===== src/rtl/axicb_slv_switch_if.sv =====
// -----------------------------------------------------------------------------
// axicb_slv_switch_if
// Bundles every handshake/channel signal of the slave switch.
//   i_*  : the single upstream master port (AW, W, B, AR, R).
//   o_*  : the per-slave downstream ports. Slave k uses bit k of each vector
//          and slice k of each *ch vector.
// Modports:
//   slave  - view of the switch itself (it is the slave of the master port).
//   master - view of whatever drives the switch (master and downstream slaves).
// Handshake rule on every channel: a beat transfers on a rising clock edge
// where valid and ready are both high. Once raised, valid and its payload hold
// until that transfer.
// -----------------------------------------------------------------------------
interface axicb_slv_switch_if #(
   parameter int SLV_NB = 4,
   parameter int AWCH_W = 32,
   parameter int WCH_W  = 8,
   parameter int BCH_W  = 10,
   parameter int ARCH_W = 32,
   parameter int RCH_W  = 18
);
   // master side
   logic                      i_awvalid;
   logic                      i_awready;
   logic [AWCH_W-1:0]         i_awch;
   logic                      i_wvalid;
   logic                      i_wready;
   logic                      i_wlast;
   logic [WCH_W-1:0]          i_wch;
   logic                      i_bvalid;
   logic                      i_bready;
   logic [BCH_W-1:0]          i_bch;
   logic                      i_arvalid;
   logic                      i_arready;
   logic [ARCH_W-1:0]         i_arch;
   logic                      i_rvalid;
   logic                      i_rready;
   logic                      i_rlast;
   logic [RCH_W-1:0]          i_rch;
   // slave side
   logic [SLV_NB-1:0]         o_awvalid;
   logic [SLV_NB-1:0]         o_awready;
   logic [SLV_NB*AWCH_W-1:0]  o_awch;
   logic [SLV_NB-1:0]         o_wvalid;
   logic [SLV_NB-1:0]         o_wready;
   logic [SLV_NB-1:0]         o_wlast;
   logic [SLV_NB*WCH_W-1:0]   o_wch;
   logic [SLV_NB-1:0]         o_bvalid;
   logic [SLV_NB-1:0]         o_bready;
   logic [SLV_NB*BCH_W-1:0]   o_bch;
   logic [SLV_NB-1:0]         o_arvalid;
   logic [SLV_NB-1:0]         o_arready;
   logic [SLV_NB*ARCH_W-1:0]  o_arch;
   logic [SLV_NB-1:0]         o_rvalid;
   logic [SLV_NB-1:0]         o_rready;
   logic [SLV_NB-1:0]         o_rlast;
   logic [SLV_NB*RCH_W-1:0]   o_rch;

   modport slave (
      input  i_awvalid, i_awch, i_wvalid, i_wlast, i_wch, i_bready,
             i_arvalid, i_arch, i_rready,
      output i_awready, i_wready, i_bvalid, i_bch, i_arready,
             i_rvalid, i_rlast, i_rch,
      output o_awvalid, o_awch, o_wvalid, o_wlast, o_wch, o_bready,
             o_arvalid, o_arch, o_rready,
      input  o_awready, o_wready, o_bvalid, o_bch, o_arready,
             o_rvalid, o_rlast, o_rch
   );

   modport master (
      output i_awvalid, i_awch, i_wvalid, i_wlast, i_wch, i_bready,
             i_arvalid, i_arch, i_rready,
      input  i_awready, i_wready, i_bvalid, i_bch, i_arready,
             i_rvalid, i_rlast, i_rch,
      input  o_awvalid, o_awch, o_wvalid, o_wlast, o_wch, o_bready,
             o_arvalid, o_arch, o_rready,
      output o_awready, o_wready, o_bvalid, o_bch, o_arready,
             o_rvalid, o_rlast, o_rch
   );
endinterface


===== src/rtl/axicb_slv_switch.sv =====
// -----------------------------------------------------------------------------
// axicb_slv_switch
// One master to SLV_NB slaves router of the AXI crossbar.
//   - AW/AR addresses are decoded against inclusive per-slave ranges (lowest
//     index wins) and forwarded combinationally to one slave; unmapped
//     addresses go to a local error responder (source index SLV_NB).
//   - W beats follow AW order through a W-route FIFO of one-hot targets.
//   - B and R from all slaves plus the error responder are merged by
//     round-robin arbiters; R grants are held for a whole burst.
// Ports:
//   aclk             clock, all state on rising edge
//   arst             asynchronous active-high reset
//   bus              channel bundle (slave modport)
//   dbg_wr_state     error write FSM state (0 idle, 1 sink W, 2 send B)
//   dbg_rd_state     error read FSM state (0 idle, 1 send R)
//   dbg_wfifo_empty  W-route FIFO is empty
// -----------------------------------------------------------------------------
module axicb_slv_switch #(
   parameter int AXI_ADDR_W = 16,
   parameter int AXI_ID_W   = 8,
   parameter int AXI_DATA_W = 8,
   parameter int SLV_NB     = 4,
   parameter logic [AXI_ADDR_W-1:0] SLV0_START_ADDR = 'h0000,
   parameter logic [AXI_ADDR_W-1:0] SLV0_END_ADDR   = 'h0FFF,
   parameter logic [AXI_ADDR_W-1:0] SLV1_START_ADDR = 'h1000,
   parameter logic [AXI_ADDR_W-1:0] SLV1_END_ADDR   = 'h1FFF,
   parameter logic [AXI_ADDR_W-1:0] SLV2_START_ADDR = 'h2000,
   parameter logic [AXI_ADDR_W-1:0] SLV2_END_ADDR   = 'h2FFF,
   parameter logic [AXI_ADDR_W-1:0] SLV3_START_ADDR = 'h3000,
   parameter logic [AXI_ADDR_W-1:0] SLV3_END_ADDR   = 'h3FFF,
   parameter int WFIFO_DEPTH_LOG2 = 3,
   parameter int AWCH_W = AXI_ADDR_W + AXI_ID_W + 8,
   parameter int WCH_W  = AXI_DATA_W,
   parameter int BCH_W  = 2 + AXI_ID_W,
   parameter int ARCH_W = AXI_ADDR_W + AXI_ID_W + 8,
   parameter int RCH_W  = 2 + AXI_ID_W + AXI_DATA_W
) (
   input  logic                 aclk,
   input  logic                 arst,
   axicb_slv_switch_if.slave    bus,
   output logic [1:0]           dbg_wr_state,
   output logic                 dbg_rd_state,
   output logic                 dbg_wfifo_empty
);

   localparam int NSRC  = SLV_NB + 1;   // slaves plus the error responder
   localparam int ERR   = SLV_NB;
   localparam int PTR_W = $clog2(NSRC);
   localparam int DEPTH = 1 << WFIFO_DEPTH_LOG2;
   localparam int L     = WFIFO_DEPTH_LOG2;
   localparam int ID_LSB  = AXI_ADDR_W;
   localparam int LEN_LSB = AXI_ADDR_W + AXI_ID_W;

   localparam logic [AXI_ADDR_W-1:0] START_A [4] =
      '{SLV0_START_ADDR, SLV1_START_ADDR, SLV2_START_ADDR, SLV3_START_ADDR};
   localparam logic [AXI_ADDR_W-1:0] END_A [4] =
      '{SLV0_END_ADDR, SLV1_END_ADDR, SLV2_END_ADDR, SLV3_END_ADDR};

   typedef enum logic [1:0] {WR_IDLE = 2'd0, WR_DATA = 2'd1, WR_RESP = 2'd2} wr_state_t;
   typedef enum logic       {RD_IDLE = 1'b0, RD_DATA = 1'b1} rd_state_t;

   // one-hot target, bit ERR set when no range matches
   function automatic logic [SLV_NB:0] decode(input logic [AXI_ADDR_W-1:0] addr);
      logic [SLV_NB:0] sel;
      logic            hit;
      sel = '0;
      hit = 1'b0;
      for (int k = 0; k < SLV_NB; k++) begin
         if (!hit && addr >= START_A[k] && addr <= END_A[k]) begin
            sel[k] = 1'b1;
            hit    = 1'b1;
         end
      end
      if (!hit) sel[ERR] = 1'b1;
      return sel;
   endfunction

   // first requester at or after ptr, wrapping
   function automatic logic [PTR_W-1:0] rr_pick(input logic [NSRC-1:0] req,
                                                input logic [PTR_W-1:0] ptr);
      logic [PTR_W-1:0] win;
      logic             found;
      int               idx;
      win   = ptr;
      found = 1'b0;
      for (int i = 0; i < NSRC; i++) begin
         idx = int'(ptr) + i;
         if (idx >= NSRC) idx = idx - NSRC;
         if (!found && req[idx]) begin
            win   = PTR_W'(idx);
            found = 1'b1;
         end
      end
      return win;
   endfunction

   function automatic logic [PTR_W-1:0] next_idx(input logic [PTR_W-1:0] p);
      return (int'(p) == NSRC - 1) ? '0 : p + 1'b1;
   endfunction

   // ---------------------------------------------------------------- state
   wr_state_t             wr_state_q, wr_state_d;
   rd_state_t             rd_state_q, rd_state_d;
   logic [AXI_ID_W-1:0]   wr_id_q, wr_id_d;
   logic [AXI_ID_W-1:0]   rd_id_q, rd_id_d;
   logic [7:0]            rd_len_q, rd_len_d;
   logic [7:0]            rd_cnt_q, rd_cnt_d;
   logic [SLV_NB:0]       fifo_mem_q [DEPTH];
   logic [SLV_NB:0]       fifo_mem_d [DEPTH];
   logic [L:0]            wr_ptr_q, wr_ptr_d;
   logic [L:0]            rd_ptr_q, rd_ptr_d;
   logic [PTR_W-1:0]      b_ptr_q, b_ptr_d;
   logic [PTR_W-1:0]      r_ptr_q, r_ptr_d;
   logic                  r_lock_q, r_lock_d;
   logic [PTR_W-1:0]      r_lock_idx_q, r_lock_idx_d;

   // ---------------------------------------------------------------- wires
   logic [SLV_NB:0]       aw_sel, ar_sel, fifo_head;
   logic                  fifo_empty, fifo_full;
   logic                  aw_hs, ar_hs, w_hs, w_pop;
   logic                  err_wready, err_bvalid, err_rvalid, err_rlast;
   logic                  err_b_hs, err_r_hs, b_hs, r_hs;
   logic [NSRC-1:0]       b_req, r_req;
   logic [PTR_W-1:0]      b_win, r_win;
   logic [BCH_W-1:0]      b_ch [NSRC];
   logic [RCH_W-1:0]      r_ch [NSRC];
   logic [NSRC-1:0]       r_last;

   // ---------------------------------------------------------------- AW
   assign aw_sel        = decode(bus.i_awch[AXI_ADDR_W-1:0]);
   assign bus.o_awch    = {SLV_NB{bus.i_awch}};
   assign bus.o_awvalid = (bus.i_awvalid && !fifo_full) ? aw_sel[SLV_NB-1:0] : '0;
   assign bus.i_awready = !fifo_full &&
                          (aw_sel[ERR] ? (wr_state_q == WR_IDLE)
                                       : |(aw_sel[SLV_NB-1:0] & bus.o_awready));
   assign aw_hs         = bus.i_awvalid && bus.i_awready;

   // ---------------------------------------------------------------- AR
   assign ar_sel        = decode(bus.i_arch[AXI_ADDR_W-1:0]);
   assign bus.o_arch    = {SLV_NB{bus.i_arch}};
   assign bus.o_arvalid = bus.i_arvalid ? ar_sel[SLV_NB-1:0] : '0;
   assign bus.i_arready = ar_sel[ERR] ? (rd_state_q == RD_IDLE)
                                      : |(ar_sel[SLV_NB-1:0] & bus.o_arready);
   assign ar_hs         = bus.i_arvalid && bus.i_arready;

   // ---------------------------------------------------------------- W route
   // Registered FIFO: an entry is visible to W only the cycle after its push.
   assign fifo_empty = (wr_ptr_q == rd_ptr_q);
   assign fifo_full  = (wr_ptr_q[L] != rd_ptr_q[L]) && (wr_ptr_q[L-1:0] == rd_ptr_q[L-1:0]);
   assign fifo_head  = fifo_mem_q[rd_ptr_q[L-1:0]];

   assign bus.o_wch    = {SLV_NB{bus.i_wch}};
   assign bus.o_wlast  = {SLV_NB{bus.i_wlast}};
   assign bus.o_wvalid = (bus.i_wvalid && !fifo_empty) ? fifo_head[SLV_NB-1:0] : '0;
   assign bus.i_wready = !fifo_empty &&
                         (fifo_head[ERR] ? err_wready
                                         : |(fifo_head[SLV_NB-1:0] & bus.o_wready));
   assign w_hs  = bus.i_wvalid && bus.i_wready;
   assign w_pop = w_hs && bus.i_wlast;

   always_comb begin
      fifo_mem_d = fifo_mem_q;
      wr_ptr_d   = wr_ptr_q;
      rd_ptr_d   = rd_ptr_q;
      if (aw_hs) begin
         fifo_mem_d[wr_ptr_q[L-1:0]] = aw_sel;
         wr_ptr_d = wr_ptr_q + 1'b1;
      end
      if (w_pop) rd_ptr_d = rd_ptr_q + 1'b1;
   end

   // ---------------------------------------------------------------- ERR write FSM
   always_comb begin
      wr_state_d = wr_state_q;
      case (wr_state_q)
         WR_IDLE: if (aw_hs && aw_sel[ERR])    wr_state_d = WR_DATA;
         WR_DATA: if (w_pop && fifo_head[ERR]) wr_state_d = WR_RESP;
         WR_RESP: if (err_b_hs)                wr_state_d = WR_IDLE;
         default:                              wr_state_d = WR_IDLE;
      endcase
   end

   always_comb begin
      err_wready = (wr_state_q == WR_DATA);
      err_bvalid = (wr_state_q == WR_RESP);
      wr_id_d    = (aw_hs && aw_sel[ERR]) ? bus.i_awch[ID_LSB +: AXI_ID_W] : wr_id_q;
   end

   // ---------------------------------------------------------------- ERR read FSM
   always_comb begin
      rd_state_d = rd_state_q;
      case (rd_state_q)
         RD_IDLE: if (ar_hs && ar_sel[ERR])  rd_state_d = RD_DATA;
         RD_DATA: if (err_r_hs && err_rlast) rd_state_d = RD_IDLE;
         default:                            rd_state_d = RD_IDLE;
      endcase
   end

   always_comb begin
      err_rvalid = (rd_state_q == RD_DATA);
      err_rlast  = (rd_cnt_q == rd_len_q);
      rd_id_d    = rd_id_q;
      rd_len_d   = rd_len_q;
      rd_cnt_d   = rd_cnt_q;
      if (rd_state_q == RD_IDLE && ar_hs && ar_sel[ERR]) begin
         rd_id_d  = bus.i_arch[ID_LSB +: AXI_ID_W];
         rd_len_d = bus.i_arch[LEN_LSB +: 8];
         rd_cnt_d = '0;
      end else if (err_r_hs) begin
         rd_cnt_d = rd_cnt_q + 8'd1;
      end
   end

   // ---------------------------------------------------------------- B arbiter
   assign b_req = {err_bvalid, bus.o_bvalid};
   assign b_win = rr_pick(b_req, b_ptr_q);

   always_comb begin
      for (int k = 0; k < SLV_NB; k++) b_ch[k] = bus.o_bch[k*BCH_W +: BCH_W];
      b_ch[ERR] = {2'b11, wr_id_q};
   end

   assign bus.i_bvalid = |b_req;
   assign bus.i_bch    = b_ch[b_win];
   assign b_hs         = bus.i_bvalid && bus.i_bready;
   assign err_b_hs     = b_hs && (b_win == PTR_W'(ERR));

   always_comb begin
      bus.o_bready = '0;
      for (int k = 0; k < SLV_NB; k++)
         bus.o_bready[k] = bus.i_bready && b_req[k] && (b_win == PTR_W'(k));
   end

   assign b_ptr_d = b_hs ? next_idx(b_win) : b_ptr_q;

   // ---------------------------------------------------------------- R arbiter
   // A burst keeps the grant from its first beat until its rlast transfer.
   assign r_req = {err_rvalid, bus.o_rvalid};
   assign r_win = r_lock_q ? r_lock_idx_q : rr_pick(r_req, r_ptr_q);

   always_comb begin
      for (int k = 0; k < SLV_NB; k++) begin
         r_ch[k]   = bus.o_rch[k*RCH_W +: RCH_W];
         r_last[k] = bus.o_rlast[k];
      end
      r_ch[ERR]   = {2'b11, rd_id_q, {AXI_DATA_W{1'b0}}};
      r_last[ERR] = err_rlast;
   end

   assign bus.i_rvalid = r_req[r_win];
   assign bus.i_rch    = r_ch[r_win];
   assign bus.i_rlast  = r_last[r_win];
   assign r_hs         = bus.i_rvalid && bus.i_rready;
   assign err_r_hs     = r_hs && (r_win == PTR_W'(ERR));

   always_comb begin
      bus.o_rready = '0;
      for (int k = 0; k < SLV_NB; k++)
         bus.o_rready[k] = bus.i_rready && r_req[k] && (r_win == PTR_W'(k));
   end

   always_comb begin
      r_ptr_d      = r_ptr_q;
      r_lock_d     = r_lock_q;
      r_lock_idx_d = r_lock_idx_q;
      if (r_hs) begin
         if (bus.i_rlast) begin
            r_lock_d = 1'b0;
            r_ptr_d  = next_idx(r_win);
         end else begin
            r_lock_d     = 1'b1;
            r_lock_idx_d = r_win;
         end
      end
   end

   // ---------------------------------------------------------------- registers
   always_ff @(posedge aclk or posedge arst) begin
      if (arst) begin
         wr_state_q <= WR_IDLE;
         rd_state_q <= RD_IDLE;
      end else begin
         wr_state_q <= wr_state_d;
         rd_state_q <= rd_state_d;
      end
   end

   always_ff @(posedge aclk or posedge arst) begin
      if (arst) begin
         wr_id_q      <= '0;
         rd_id_q      <= '0;
         rd_len_q     <= '0;
         rd_cnt_q     <= '0;
         wr_ptr_q     <= '0;
         rd_ptr_q     <= '0;
         b_ptr_q      <= '0;
         r_ptr_q      <= '0;
         r_lock_q     <= 1'b0;
         r_lock_idx_q <= '0;
         for (int i = 0; i < DEPTH; i++) fifo_mem_q[i] <= '0;
      end else begin
         wr_id_q      <= wr_id_d;
         rd_id_q      <= rd_id_d;
         rd_len_q     <= rd_len_d;
         rd_cnt_q     <= rd_cnt_d;
         wr_ptr_q     <= wr_ptr_d;
         rd_ptr_q     <= rd_ptr_d;
         b_ptr_q      <= b_ptr_d;
         r_ptr_q      <= r_ptr_d;
         r_lock_q     <= r_lock_d;
         r_lock_idx_q <= r_lock_idx_d;
         for (int i = 0; i < DEPTH; i++) fifo_mem_q[i] <= fifo_mem_d[i];
      end
   end

   assign dbg_wr_state    = wr_state_q;
   assign dbg_rd_state    = rd_state_q;
   assign dbg_wfifo_empty = fifo_empty;

endmodule


===== src/flat_wrapper.sv =====
// flat-port wrapper written by rule: the top's interface ports become plain ports
module axicb_slv_switch_flat 
#(
   parameter int AXI_ADDR_W = 16,
   parameter int AXI_ID_W   = 8,
   parameter int AXI_DATA_W = 8,
   parameter int SLV_NB     = 4,
   parameter logic [AXI_ADDR_W-1:0] SLV0_START_ADDR = 'h0000,
   parameter logic [AXI_ADDR_W-1:0] SLV0_END_ADDR   = 'h0FFF,
   parameter logic [AXI_ADDR_W-1:0] SLV1_START_ADDR = 'h1000,
   parameter logic [AXI_ADDR_W-1:0] SLV1_END_ADDR   = 'h1FFF,
   parameter logic [AXI_ADDR_W-1:0] SLV2_START_ADDR = 'h2000,
   parameter logic [AXI_ADDR_W-1:0] SLV2_END_ADDR   = 'h2FFF,
   parameter logic [AXI_ADDR_W-1:0] SLV3_START_ADDR = 'h3000,
   parameter logic [AXI_ADDR_W-1:0] SLV3_END_ADDR   = 'h3FFF,
   parameter int WFIFO_DEPTH_LOG2 = 3,
   parameter int AWCH_W = AXI_ADDR_W + AXI_ID_W + 8,
   parameter int WCH_W  = AXI_DATA_W,
   parameter int BCH_W  = 2 + AXI_ID_W,
   parameter int ARCH_W = AXI_ADDR_W + AXI_ID_W + 8,
   parameter int RCH_W  = 2 + AXI_ID_W + AXI_DATA_W
)
  (aclk, arst, dbg_wr_state, dbg_rd_state, dbg_wfifo_empty, bus_i_awvalid, bus_i_awch, bus_i_wvalid, bus_i_wlast, bus_i_wch, bus_i_bready, bus_i_arvalid, bus_i_arch, bus_i_rready, bus_i_awready, bus_i_wready, bus_i_bvalid, bus_i_bch, bus_i_arready, bus_i_rvalid, bus_i_rlast, bus_i_rch, bus_o_awvalid, bus_o_awch, bus_o_wvalid, bus_o_wlast, bus_o_wch, bus_o_bready, bus_o_arvalid, bus_o_arch, bus_o_rready, bus_o_awready, bus_o_wready, bus_o_bvalid, bus_o_bch, bus_o_arready, bus_o_rvalid, bus_o_rlast, bus_o_rch);
  axicb_slv_switch_if #(.SLV_NB(SLV_NB), .AWCH_W(AWCH_W), .WCH_W(WCH_W), .BCH_W(BCH_W), .ARCH_W(ARCH_W), .RCH_W(RCH_W)) bus_i ();
  input  logic aclk;
  input  logic arst;
  output logic [1:0] dbg_wr_state;
  output logic dbg_rd_state;
  output logic dbg_wfifo_empty;
  input wire logic [$bits(bus_i.i_awvalid)-1:0] bus_i_awvalid;
  input wire logic [$bits(bus_i.i_awch)-1:0] bus_i_awch;
  input wire logic [$bits(bus_i.i_wvalid)-1:0] bus_i_wvalid;
  input wire logic [$bits(bus_i.i_wlast)-1:0] bus_i_wlast;
  input wire logic [$bits(bus_i.i_wch)-1:0] bus_i_wch;
  input wire logic [$bits(bus_i.i_bready)-1:0] bus_i_bready;
  input wire logic [$bits(bus_i.i_arvalid)-1:0] bus_i_arvalid;
  input wire logic [$bits(bus_i.i_arch)-1:0] bus_i_arch;
  input wire logic [$bits(bus_i.i_rready)-1:0] bus_i_rready;
  output wire logic [$bits(bus_i.i_awready)-1:0] bus_i_awready;
  output wire logic [$bits(bus_i.i_wready)-1:0] bus_i_wready;
  output wire logic [$bits(bus_i.i_bvalid)-1:0] bus_i_bvalid;
  output wire logic [$bits(bus_i.i_bch)-1:0] bus_i_bch;
  output wire logic [$bits(bus_i.i_arready)-1:0] bus_i_arready;
  output wire logic [$bits(bus_i.i_rvalid)-1:0] bus_i_rvalid;
  output wire logic [$bits(bus_i.i_rlast)-1:0] bus_i_rlast;
  output wire logic [$bits(bus_i.i_rch)-1:0] bus_i_rch;
  output wire logic [$bits(bus_i.o_awvalid)-1:0] bus_o_awvalid;
  output wire logic [$bits(bus_i.o_awch)-1:0] bus_o_awch;
  output wire logic [$bits(bus_i.o_wvalid)-1:0] bus_o_wvalid;
  output wire logic [$bits(bus_i.o_wlast)-1:0] bus_o_wlast;
  output wire logic [$bits(bus_i.o_wch)-1:0] bus_o_wch;
  output wire logic [$bits(bus_i.o_bready)-1:0] bus_o_bready;
  output wire logic [$bits(bus_i.o_arvalid)-1:0] bus_o_arvalid;
  output wire logic [$bits(bus_i.o_arch)-1:0] bus_o_arch;
  output wire logic [$bits(bus_i.o_rready)-1:0] bus_o_rready;
  input wire logic [$bits(bus_i.o_awready)-1:0] bus_o_awready;
  input wire logic [$bits(bus_i.o_wready)-1:0] bus_o_wready;
  input wire logic [$bits(bus_i.o_bvalid)-1:0] bus_o_bvalid;
  input wire logic [$bits(bus_i.o_bch)-1:0] bus_o_bch;
  input wire logic [$bits(bus_i.o_arready)-1:0] bus_o_arready;
  input wire logic [$bits(bus_i.o_rvalid)-1:0] bus_o_rvalid;
  input wire logic [$bits(bus_i.o_rlast)-1:0] bus_o_rlast;
  input wire logic [$bits(bus_i.o_rch)-1:0] bus_o_rch;
  assign bus_i.i_awvalid = bus_i_awvalid;
  assign bus_i.i_awch = bus_i_awch;
  assign bus_i.i_wvalid = bus_i_wvalid;
  assign bus_i.i_wlast = bus_i_wlast;
  assign bus_i.i_wch = bus_i_wch;
  assign bus_i.i_bready = bus_i_bready;
  assign bus_i.i_arvalid = bus_i_arvalid;
  assign bus_i.i_arch = bus_i_arch;
  assign bus_i.i_rready = bus_i_rready;
  assign bus_i_awready = bus_i.i_awready;
  assign bus_i_wready = bus_i.i_wready;
  assign bus_i_bvalid = bus_i.i_bvalid;
  assign bus_i_bch = bus_i.i_bch;
  assign bus_i_arready = bus_i.i_arready;
  assign bus_i_rvalid = bus_i.i_rvalid;
  assign bus_i_rlast = bus_i.i_rlast;
  assign bus_i_rch = bus_i.i_rch;
  assign bus_o_awvalid = bus_i.o_awvalid;
  assign bus_o_awch = bus_i.o_awch;
  assign bus_o_wvalid = bus_i.o_wvalid;
  assign bus_o_wlast = bus_i.o_wlast;
  assign bus_o_wch = bus_i.o_wch;
  assign bus_o_bready = bus_i.o_bready;
  assign bus_o_arvalid = bus_i.o_arvalid;
  assign bus_o_arch = bus_i.o_arch;
  assign bus_o_rready = bus_i.o_rready;
  assign bus_i.o_awready = bus_o_awready;
  assign bus_i.o_wready = bus_o_wready;
  assign bus_i.o_bvalid = bus_o_bvalid;
  assign bus_i.o_bch = bus_o_bch;
  assign bus_i.o_arready = bus_o_arready;
  assign bus_i.o_rvalid = bus_o_rvalid;
  assign bus_i.o_rlast = bus_o_rlast;
  assign bus_i.o_rch = bus_o_rch;
  axicb_slv_switch #(.AXI_ADDR_W(AXI_ADDR_W), .AXI_ID_W(AXI_ID_W), .AXI_DATA_W(AXI_DATA_W), .SLV_NB(SLV_NB), .SLV0_START_ADDR(SLV0_START_ADDR), .SLV0_END_ADDR(SLV0_END_ADDR), .SLV1_START_ADDR(SLV1_START_ADDR), .SLV1_END_ADDR(SLV1_END_ADDR), .SLV2_START_ADDR(SLV2_START_ADDR), .SLV2_END_ADDR(SLV2_END_ADDR), .SLV3_START_ADDR(SLV3_START_ADDR), .SLV3_END_ADDR(SLV3_END_ADDR), .WFIFO_DEPTH_LOG2(WFIFO_DEPTH_LOG2), .AWCH_W(AWCH_W), .WCH_W(WCH_W), .BCH_W(BCH_W), .ARCH_W(ARCH_W), .RCH_W(RCH_W)) u_core (.aclk(aclk), .arst(arst), .bus(bus_i), .dbg_wr_state(dbg_wr_state), .dbg_rd_state(dbg_rd_state), .dbg_wfifo_empty(dbg_wfifo_empty));
endmodule

===== config.mk =====
export PLATFORM = sky130hd
export DESIGN_NAME = axicb_slv_switch_flat
export DESIGN_NICKNAME = d
export VERILOG_FILES = /design/src/rtl/axicb_slv_switch_if.sv /design/src/rtl/axicb_slv_switch.sv /design/src/flat_wrapper.sv
export SDC_FILE = /design/constraint.sdc
export NUM_CORES = 1
export LEC_CHECK = 0
export ABC_AREA = 0
export BUFFER_PORTS_ARGS = -buffer_cell sky130_fd_sc_hd__buf_2
export CELL_PAD_IN_SITES_DETAIL_PLACEMENT = 0
export CELL_PAD_IN_SITES_GLOBAL_PLACEMENT = 1
export CORE_AREA = 3 3 222 224
export CTS_CLUSTER_DIAMETER = 200
export DETAILED_ROUTE_END_ITERATION = 8
export DIE_AREA = 0 0 225 227
export PLACE_DENSITY_LB_ADDON = 0.05
export SLEW_MARGIN = 25
export SYNTH_ARGS = -nofsm -noshare
export SYNTH_HDL_FRONTEND = slang
export SYNTH_SLANG_ARGS = --single-unit

===== constraint.sdc =====
create_clock -name aclk -period 5.9 [get_ports aclk]
set_clock_uncertainty 0.05 [all_clocks]
set_input_delay 0.885 -clock aclk [delete_from_list [all_inputs] [get_ports aclk]]
set_output_delay 0.885 -clock aclk [all_outputs]
set_load 0.005 [all_outputs]

==> results of run 1 <==
[synthesized netlist by cell type, types with 15 or more instances]
cell | number | area [um2]
a21oi_1 | 26 | 130
buf_4 | 298 | 2240
clkbuf_1 | 20 | 75.1
dfrtp_1 | 93 | 2330
ha_1 | 31 | 388
inv_1 | 35 | 131
mux2_2 | 56 | 631
mux2i_1 | 30 | 300
mux4_2 | 36 | 811
nand2_1 | 63 | 236
nor2_1 | 53 | 199
nor3_1 | 16 | 80.1
nor3b_1 | 17 | 128
o21ai_0 | 36 | 180
xnor2_1 | 19 | 166
xor2_1 | 15 | 131
[final cells by class]
type                            count  area [um2]  area share
Multi-Input combinational cell    623        5240       0.485
Sequential cell                    93        2330       0.215
Timing Repair Buffer              390        2020       0.187
Tap cell                          615         769      0.0712
Clock buffer                       10         229      0.0212
Inverter                           38         149      0.0138
Clock inverter                      6        71.3     0.00660
[sequential cells by signal, indices dropped and copies added, names as in the netlist]
register,count
u_core.b_ptr_q,3
u_core.dbg_rd_state,1
u_core.dbg_wr_state,2
u_core.fifo_mem_q,40
u_core.r_lock_idx_q,3
u_core.r_lock_q,1
u_core.r_ptr_q,3
u_core.rd_cnt_q,8
u_core.rd_id_q,8
u_core.rd_len_q,8
u_core.rd_ptr_q,4
u_core.wr_id_q,8
u_core.wr_ptr_q,4
[critical path: stages, from the launching register on]
cell	delay [ns]
dfrtp_1	0.39
clkinvlp_4	0.23
ha_1	0.31
ha_2	0.46
xor2_1	0.16
or3_1	0.39
a211o_1	0.28
o21a_1	0.22
o31ai_2	0.27
a32oi_1	0.21
o21ai_4	0.25
buf_8	0.24
inv_1	0.10
ha_1	0.23
o311a_1	0.22
a21o_1	0.19
buf_2	0.13
[routing by layer]
metal / up-vias / share of wire / wire [um]
met1: 3772 / 0.46 / 15900
met5: - / 0 / 0
met2: 174 / 0.49 / 17100
met3: 47 / 0.031 / 1090
li1: 3684 / - / -
met4: 0 / 0.015 / 503
[cell usage in the layout (no fill, tap or decap), drive strengths merged, types with 4 or more instances in the layout]
cell type,netlist,layout
buf,307,390
dfrtp,93,93
nand2,63,63
mux2,59,59
nor2,54,54
o21ai,40,40
inv,38,39
mux4,36,36
ha,31,31
mux2i,30,30
a21oi,29,29
xnor2,19,19
nor3b,18,18
nor3,17,17
xor2,15,15
and2,15,15
o211ai,14,14
o21a,13,13
nand3,12,12
o31ai,12,12
a22o,11,11
a211oi,10,10
and3,10,10
clkbuf,20,10
nand2b,10,10
nor2b,9,9
nand4,8,8
nor4,8,8
a21o,6,6
a22oi,5,5
or2,5,5
or3,4,4
nor4b,4,4
[cells by family after synthesis]
kind of cell | after synthesis | synth area share
buffers and inverters | 365 | 0.250
and+or+nand+nor | 250 | 0.133
AOI/OAI and AO/OA | 181 | 0.133
muxes | 125 | 0.178
DFF | 93 | 0.233
xor gates and xnor gates | 34 | 0.0298
adders and majority gates | 33 | 0.0428
[worst paths after layout]
| kind | cells past startpoint | startpoint | slack (ns) | end |
|---|---|---|---|---|
| min in group asynchronous | 2 | arst | 0.60 | u_core.rd_len_q[4] |
| setup reg to reg | 18 | u_core.r_ptr_q[0] | 0.73 | u_core.rd_cnt_q[6] |
| hold / removal | 1 | u_core.wr_ptr_q[3] | 0.43 | u_core.wr_ptr_q[3] |
| setup / recovery | 16 | u_core.r_ptr_q[0] | 0.32 | bus_i_rch[17] |
| hold reg to reg | 1 | u_core.wr_ptr_q[3] | 0.43 | u_core.wr_ptr_q[3] |
| max in group asynchronous | 3 | arst | 4.14 | u_core.wr_ptr_q[3] |
[per-stage QoR]
stage	utilization	instance area, um2
global placement	0.220	10500
floorplan	-	10000
global route	0.227	10800
finish	0.227	10800
detailed placement	0.220	10500
CTS	0.226	10800
[where the power goes]
part / total (mW) / switching (mW) / internal (mW)
combinational: 6.67 / 3.66 / 3.01
sequential: 1.17 / 0.286 / 0.884
clock: 0.620 / 0.286 / 0.334
total: 8.45 / 4.23 / 4.23
==> results.sh, run 1 <==
export IMPL_synth_edff_count=0
export IMPL_maxCapViolCount=0
export IMPL_cts_setup_buffers=0
export IMPL_cts_resized=2
export IMPL_clkTransAtPathRegs_ns=0.07
export IMPL_yosysWarnings=0
export IMPL_syn2layout_area_growth_pct=8.08
export IMPL_die_w_um=225
export IMPL_status="complete, no violations"
export IMPL_dp_slack_ns=0.280
export IMPL_postRouteAntennaNets=0
export IMPL_core_area_um2=47500
export IMPL_globalRouteMet1Util=0.179
export IMPL_async_flop_share=1.00
export IMPL_critPathCaptureType="primary output"
export IMPL_placed_cells=1759
export IMPL_power_per_cell_area_nw_per_um2=782
export IMPL_num_vias=7677
export IMPL_initial_utilization=0.210
export IMPL_max_slew_worst_pin_slew_ns=1.01
export IMPL_drive_gt1_frac=0.466
export IMPL_synthCells=1081
export IMPL_htreeDepth=3
export IMPL_layout_nets=1404
export IMPL_antenna_found_initial=1
export IMPL_antenna_cells=0
export IMPL_power_leakage_nw=5.08
export IMPL_clkLatencyLatePin_ns=0.36
export IMPL_report_final_slew_viol_count=0
export IMPL_grt_max_degree=52
export IMPL_grt_pass1_wl_um=51000
export IMPL_drtPass1Iterations=5
export IMPL_drc=0
export IMPL_portBuffers=365
export IMPL_wl_um=34600
export IMPL_dieArea_um2=51100
export IMPL_cts_root_buf="clkbuf_16"
export IMPL_cts_tree="built"
export IMPL_hpwl_um=27700
export IMPL_num_io_pins=566
export IMPL_criticalPathCategory="flop to primary output"
export IMPL_max_freq_ghz=0.179
export IMPL_grt_setup_unrepaired="no"
export IMPL_critPathMaxFanout=18
export IMPL_gp_congestion=0.764
export IMPL_ys_seq_area_frac=0.233
export IMPL_grt_pass1_vias=7914
export IMPL_finalHoldViolations=0
export IMPL_syn_area_per_cell_um2=9.25
export IMPL_timing_hold_ws_ns=0.433
export IMPL_syn_nets=1330
export IMPL_wl_per_cell_um=19.5
export IMPL_grt_usage=0.130
export IMPL_grtUsageMet2=0.220
export IMPL_period_minus_slack_ns=5.58
export IMPL_fin_crit_sh=0.945
export IMPL_synth_main_ff_cell="dfrtp_1"
export IMPL_use_met3=0.0137
export IMPL_ys_types=86
export IMPL_cts_buffers=9
export IMPL_arrival_ns=4.64
export IMPL_clock_sinks=93
export IMPL_setup_viol=0
export IMPL_relSlewSlack=0.317
export IMPL_fin_cells=1775
export IMPL_fillers=5204
export IMPL_power_mw=8.45
export IMPL_fp_dieH_um=227
export IMPL_grt_overflow_total=0
export IMPL_drtIter0Drc=357
export IMPL_worst_setup_path_start_kind="flop"
export IMPL_cts_buffer_depth=2
export IMPL_syn_area_um2=10000
export IMPL_peakVddDrop_v=0.000382
export IMPL_placementRows=80
export IMPL_min_delay_path_class="flop to flop"
export IMPL_cts_hold_buf=0
export IMPL_setup_tns_ns=0
export IMPL_ys_ff_latch=93
export IMPL_via_per_inst=4.33
export IMPL_grt_busiest_layer="met2"
export IMPL_required_ns=4.97
export IMPL_worst_slack_ns=0.324
Power figures use the tool's default switching activity.
==> run 2, diff against run 1 <==
--- a/config.mk
+++ b/config.mk
@@ -7,13 +7,14 @@
 export LEC_CHECK = 0
 export ABC_AREA = 0
 export BUFFER_PORTS_ARGS = -buffer_cell sky130_fd_sc_hd__buf_2
+export CAP_MARGIN = 20
 export CELL_PAD_IN_SITES_DETAIL_PLACEMENT = 0
 export CELL_PAD_IN_SITES_GLOBAL_PLACEMENT = 1
 export CORE_AREA = 3 3 222 224
 export CTS_CLUSTER_DIAMETER = 200
 export DETAILED_ROUTE_END_ITERATION = 8
 export DIE_AREA = 0 0 225 227
-export PLACE_DENSITY_LB_ADDON = 0.05
+export PLACE_DENSITY = 0.55
 export SLEW_MARGIN = 25
 export SYNTH_ARGS = -nofsm -noshare
 export SYNTH_HDL_FRONTEND = slang
==> run 2 against run 1 <==
  * Utilization about the same
  * Sequential share of layout area about the same
  * Worst setup slack worse by 0.084 ns
  * Register-to-register slack better by 0.24 ns
  * Total power down 1.4%
  * Via count up 0.65%
  * Cell count unchanged
  * Hold slack about the same
  * Die area unchanged
  * Critical path type unchanged
  * Highest routed layer unchanged
==> results.sh, run 2 (synthesized netlist as in run 1, its figures left out) <==
export IMPL_drive_gt1_frac=0.465
export IMPL_status="complete, no violations"
export IMPL_fp_dieH_um=227
export IMPL_max_slew_worst_pin_slew_ns=0.960
export IMPL_wl_per_cell_um=17.8
export IMPL_crit_top_cell="inv_1"
export IMPL_initial_utilization=0.210
export IMPL_drc=0
export IMPL_required_ns=4.97
export IMPL_cts_hold_buf=0
export IMPL_relSlewSlack=0.356
export IMPL_cts_root_buf="clkbuf_16"
export IMPL_drtPass1Iterations=4
export IMPL_slowest_delay_ns=0.56
export IMPL_num_io_pins=566
export IMPL_grt_overflow_total=0
export IMPL_crit_family="compound AO/OA/AOI/OAI gates"
export IMPL_placed_cells=1759
export IMPL_peakVddDrop_v=0.000374
export IMPL_maxCapViolCount=0
export IMPL_htreeDepth=3
export IMPL_core_area_um2=47500
export IMPL_placementRows=80
export IMPL_wl_um=31600
export IMPL_antenna_found_initial=0
export IMPL_grt_usage=0.118
export IMPL_largest_reg_flops=40
export IMPL_drtIter0Drc=379
export IMPL_portBuffers=365
export IMPL_arrival_ns=4.73
export IMPL_crit_chain="inv_1 -> ha_1 -> inv_1 -> fa_1 -> or4_1 -> o311a_2 -> o21a_1 -> o31ai_1 -> a32oi_1 -> o21ai_4 -> buf_12 -> mux4_2 -> a22o_1 -> buf_2"
export IMPL_layout_commonest_cell="buf_2"
export IMPL_syn2layout_area_growth_pct=7.92
export IMPL_antenna_cells=0
export IMPL_mostFrequentLayoutCells="buf_2 (365), dfrtp_1 (92), nand2_1 (62), mux2_2 (56), nor2_1 (52)"
export IMPL_fin_cells=1775
export IMPL_setup_tns_ns=0
export IMPL_grt_setup_unrepaired="no"
export IMPL_min_delay_path_class="flop to flop"
export IMPL_clock_sinks=93
export IMPL_crit_path_top_delay_cell="or4_1"
export IMPL_layout_nets=1404
export IMPL_worst_setup_path_start_kind="flop"
export IMPL_clkTransAtPathRegs_ns=0.07
export IMPL_top_register="u_core.fifo_mem_q"
export IMPL_fin_crit_sh=0.959
export IMPL_finalHoldViolations=0
export IMPL_power_leakage_nw=5.09
export IMPL_path_buf_inv=4
export IMPL_die_w_um=225
export IMPL_report_final_slew_viol_count=0
export IMPL_num_vias=7727
export IMPL_gp_congestion=0.812
export IMPL_cts_buffers=9
export IMPL_via_per_inst=4.35
export IMPL_grt_pass1_wl_um=46900
export IMPL_power_per_cell_area_nw_per_um2=772
export IMPL_regToRegSetupSlack_ns=0.97
export IMPL_cts_tree="built"
export IMPL_cts_buffer_depth=2
export IMPL_dieArea_um2=51100
export IMPL_timing_hold_ws_ns=0.432
export IMPL_grt_pass1_vias=7632
export IMPL_postRouteAntennaNets=0
export IMPL_max_freq_ghz=0.177
export IMPL_period_minus_slack_ns=5.66
export IMPL_critPathMaxFanout=17
export IMPL_critPathCaptureType="primary output"
export IMPL_setup_viol=0
export IMPL_hpwl_um=25100
export IMPL_grt_max_degree=64
export IMPL_clkLatencyLatePin_ns=0.35
export IMPL_criticalPathCategory="flop to primary output"
==> run 2: cell types whose count changed in the layout (fill, tap and decap cells not counted), sizes merged <==
cell / previous run / this run
clkinvlp: 3 / 0
clkbuf: 10 / 13
clkinv: 1 / 2
bufinv: 1 / 0
==> run 2: tightest hold or removal path: cells and delay by family, from the launching register on <==
| kind | cells | cell delay, ns |
|---|---|---|
| AND/OR/NAND/NOR | 1 | 0.05 |
| AO/OA/AOI/OAI | 1 | 0.06 |
| flip-flops | 1 | 0.34 |
==> run 2: final timing paths <==
kind	start	cells after the start	endpoint
worst max-delay path	u_core.r_ptr_q[0]	14	bus_i_rch[13]
worst min-delay path	u_core.fifo_mem_q[19]	2	u_core.fifo_mem_q[19]
worst max register to register	u_core.r_ptr_q[1]	17	u_core.rd_cnt_q[7]
worst min register to register	u_core.fifo_mem_q[19]	2	u_core.fifo_mem_q[19]
max in group asynchronous	arst	3	u_core.b_ptr_q[0]
min in group asynchronous	arst	2	u_core.r_ptr_q[2]
==> run 2: power breakdown <==
group | leakage (nW) | internal [mW] | switching (mW)
sequential | 1.19 | 0.885 | 0.274
clock | 0.146 | 0.324 | 0.259
combinational | 3.75 | 3.04 | 3.56
==> run 2: timing repair <==
item	in CTS	in global routing
setup endpoints to repair	2	14
pin swaps	0	1
gates resized for setup	1	6
setup buffers	0	0
==> run 2: metrics by stage <==
stage / util / power, mW / worst slack, ns / instance area [um2]
after floorplan: - / 5.75 / 0.694 / 10000
after global placement: 0.220 / 7.73 / 0.604 / 10500
after detailed placement: 0.220 / 7.72 / 0.416 / 10500
after CTS: 0.226 / 8.37 / 0.0920 / 10800
after global routing: 0.227 / 9.09 / 0.0185 / 10800
final: 0.227 / 8.34 / 0.240 / 10800
==> run 2: area by class of cell <==
type | count | area, um2
fill | 5179 | 36800
multi-input combinational | 623 | 5230
sequential | 93 | 2330
timing repair buffer | 390 | 2030
tap | 615 | 769
clock buffer | 13 | 270
inverter | 38 | 145
clock inverter | 3 | 26.3
==> run 2: per-layer routing <==
metal | up-vias | GRT usage | wire (um)
li1 | 3697 | - | -
met1 | 3793 | 0.163 | 14600
met2 | 155 | 0.183 | 14700
met3 | 82 | 0.0160 | 1240
met4 | 0 | 0.0556 | 1060
met5 | - | 0 | 0
==> run 3, diff against run 2 <==
--- a/config.mk
+++ b/config.mk
@@ -5,7 +5,7 @@
 export SDC_FILE = /design/constraint.sdc
 export NUM_CORES = 1
 export LEC_CHECK = 0
-export ABC_AREA = 0
+export ABC_AREA = 1
 export BUFFER_PORTS_ARGS = -buffer_cell sky130_fd_sc_hd__buf_2
 export CAP_MARGIN = 20
 export CELL_PAD_IN_SITES_DETAIL_PLACEMENT = 0
@@ -14,7 +14,8 @@
 export CTS_CLUSTER_DIAMETER = 200
 export DETAILED_ROUTE_END_ITERATION = 8
 export DIE_AREA = 0 0 225 227
-export PLACE_DENSITY = 0.55
+export HOLD_SLACK_MARGIN = 0.06
+export PLACE_DENSITY = 0.59
 export SLEW_MARGIN = 25
 export SYNTH_ARGS = -nofsm -noshare
 export SYNTH_HDL_FRONTEND = slang
==> run 3 against run 2 <==
  * Synthesized cell count rose by 40%
  * First-iteration DRC count up 64%
  * Wire length is 11% higher
  * Register-to-register slack improved by 0.53 ns
  * Non-clock buffer count down 18
  * Utilization about the same
==> results.sh, run 3 <==
export IMPL_drtIter0Drc=623
export IMPL_cts_resized=0
export IMPL_yosysWarnings=0
export IMPL_ys_seq_area_frac=0.226
export IMPL_hpwl_um=27500
export IMPL_gp_congestion=0.823
export IMPL_synth_edff_count=0
export IMPL_yosysMostFrequentCell="nand2_1"
export IMPL_core_area_um2=47500
export IMPL_via_per_inst=4.44
export IMPL_clkLatencyLatePin_ns=0.36
export IMPL_antenna_found_initial=0
export IMPL_synthCells=1516
export IMPL_grt_max_degree=57
export IMPL_slowest_delay_ns=0.45
export IMPL_initial_utilization=0.216
export IMPL_fp_dieH_um=227
export IMPL_num_io_pins=566
export IMPL_placementRows=80
export IMPL_setup_viol=0
export IMPL_required_ns=4.97
export IMPL_grt_setup_unrepaired="no"
export IMPL_fillers=5381
export IMPL_cts_buffer_depth=2
export IMPL_wl_um=34900
export IMPL_min_delay_path_class="flop to flop"
export IMPL_cp_startpoint="u_core.b_ptr_q[1]"
export IMPL_relSlewSlack=0.410
export IMPL_clock_sinks=93
export IMPL_crit_family="simple AND/OR/NAND/NOR gates"
export IMPL_critPathMaxFanout=24
export IMPL_report_final_slew_viol_count=0
export IMPL_wl_per_cell_um=16.0
export IMPL_drc=0
export IMPL_regToRegSetupSlack_ns=1.50
export IMPL_cts_hold_buf=0
export IMPL_clkTransAtPathRegs_ns=0.07
export IMPL_grt_overflow_total=0
export IMPL_layout_nets=1812
export IMPL_die_w_um=225
export IMPL_hp_start="u_core.fifo_mem_q[11]"
export IMPL_htreeDepth=3
export IMPL_worstReg2RegStart="u_core.b_ptr_q[1]"
export IMPL_cts_buffers=9
export IMPL_period_minus_slack_ns=5.46
export IMPL_max_freq_ghz=0.183
export IMPL_async_flop_share=1.00
export IMPL_synth_common_cells="nand2_1 (353), buf_4 (303), nand3_1 (210)"
export IMPL_crit_path_top_delay_cell="dfrtp_1"
export IMPL_top_register="u_core.fifo_mem_q"
export IMPL_worst_setup_path_start_kind="flop"
export IMPL_ys_ff_latch=93
export IMPL_dieArea_um2=51100
export IMPL_drtPass1Iterations=5
export IMPL_max_slew_worst_pin_slew_ns=0.885
export IMPL_syn_area_um2=10300
export IMPL_layout_commonest_cell="buf_2"
export IMPL_syn2layout_area_growth_pct=5.12
export IMPL_postRouteAntennaNets=0
export IMPL_cts_root_buf="clkbuf_16"
export IMPL_grt_pass1_wl_um=52100
export IMPL_fin_crit_sh=0.926
export IMPL_criticalPathCategory="flop to primary output"
export IMPL_syn_area_per_cell_um2=6.78
export IMPL_setup_tns_ns=0
export IMPL_yosysTopAreaCell="dfrtp_1"
export IMPL_yosys_top_cells_area="dfrtp_1 (23%), buf_4 (22%), nand2_1 (13%)"
export IMPL_grt_pass1_vias=9001
export IMPL_syn_nets=1765
export IMPL_synth_top_area_share=0.226
export IMPL_arrival_ns=4.53
export IMPL_critPathCaptureType="primary output"
export IMPL_maxCapViolCount=0
export IMPL_status="complete, no violations"
export IMPL_synth_main_ff_cell="dfrtp_1"
export IMPL_finalHoldViolations=0
export IMPL_crit_chain="inv_1 -> ha_1 -> inv_1 -> ha_1 -> nor2_1 -> nor2_2 -> nand2_1 -> nand2_1 -> o211ai_1 -> nand2_1 -> o21ai_2 -> nand2_1 -> nor2_2 -> nand2_2 -> o21ai_1 -> inv_2 -> nand2_2 -> nand2_4 -> ha_1 -> ha_1 -> and3_1 -> buf_2"
export IMPL_num_vias=9707
export IMPL_largest_reg_flops=40
export IMPL_mostFrequentLayoutCells="buf_2 (365), nand2_1 (353), nand3_1 (209), inv_1 (106), dfrtp_1 (92)"
export IMPL_cts_setup_buffers=0
export IMPL_drive_gt1_frac=0.302
export IMPL_cts_tree="built"
export IMPL_grt_usage=0.129
export IMPL_ys_types=49
export IMPL_portBuffers=365
export IMPL_path_buf_inv=4
## run 3: changes by cell type in the layout (fill, tap and decap cells not counted), sizes merged, moves of 32 or more
cell / previous run / this run
inv: 39 / 124
o21ai: 40 / 109
mux2: 59 / 15
nand3: 12 / 220
mux4: 36 / 0
nand2: 63 / 376
nor2: 54 / 86
## run 3: layout make-up
cell class | instances | area (um2) | share of cell area
diodes | 1 | 2.50 | 0.000231
clock buffers | 11 | 233 | 0.0215
clock inverters | 5 | 60.1 | 0.00556
inverters | 123 | 467 | 0.0432
multi-input cells | 964 | 5060 | 0.468
flip-flops and latches | 93 | 2330 | 0.215
well taps | 615 | 769 | 0.0712
repair buffers | 372 | 1890 | 0.175
## run 3: stage by stage
| step | util | hold WS (ns) | setup WS, ns | cell area [um2] | instances |
|---|---|---|---|---|---|
| 2_1_floorplan | - | 0.398 | 1.61 | 10300 | 1516 |
| 3_3_place_gp | 0.221 | 0.412 | 0.735 | 10500 | 2167 |
| 3_5_place_dp | 0.221 | 0.416 | 0.716 | 10500 | 2167 |
| 4_1_cts | 0.227 | 0.436 | 0.285 | 10800 | 2183 |
| 5_1_grt | 0.227 | 0.452 | 0.00630 | 10800 | 2183 |
| 6_report | 0.227 | 0.429 | 0.439 | 10800 | 2184 |
## run 3: kinds of logic (layout without fill, tap and decap cells)
kind of cell	after synthesis	count (layout)	share of synthesized area
DFF	93	93	0.226
xor gates and xnor gates	23	23	0.0210
buffers and inverters	459	511	0.282
and+or+nand+nor	717	717	0.314
muxes	15	15	0.0164
adders and majority gates	33	33	0.0416
AOI/OAI and AO/OA	176	176	0.0987
other	0	1	0
## run 3: tightest hold or removal path, delay by kind of cell, from the launching register on
kind             cells  cell delay [ns]
AND/OR/NAND/NOR      1             0.05
AO/OA/AOI/OAI        1             0.05
flip-flops           1             0.34
## run 3: layer usage
layer | vias up | track usage | wire (um)
li1 | 4748 | - | -
met1 | 4515 | 0.170 | 15600
met2 | 384 | 0.213 | 16200
met3 | 60 | 0.0294 | 2270
met4 | 0 | 0.0383 | 790
met5 | - | 0 | 0
## run 3: path summary, 6_finish.rpt
check | endpoint | cells past startpoint
max | bus_o_bready[3] | 22
min | u_core.fifo_mem_q[11] | 2
max reg2reg | u_core.dbg_wr_state[1] | 23
min reg2reg | u_core.fifo_mem_q[11] | 2
max in group asynchronous | u_core.b_ptr_q[0] | 3
min in group asynchronous | u_core.fifo_mem_q[32] | 2
Power of run 3 is left out: the tool's default activity adds up to more than one toggle a clock period on the data nets, which glitch-free logic cannot reach.
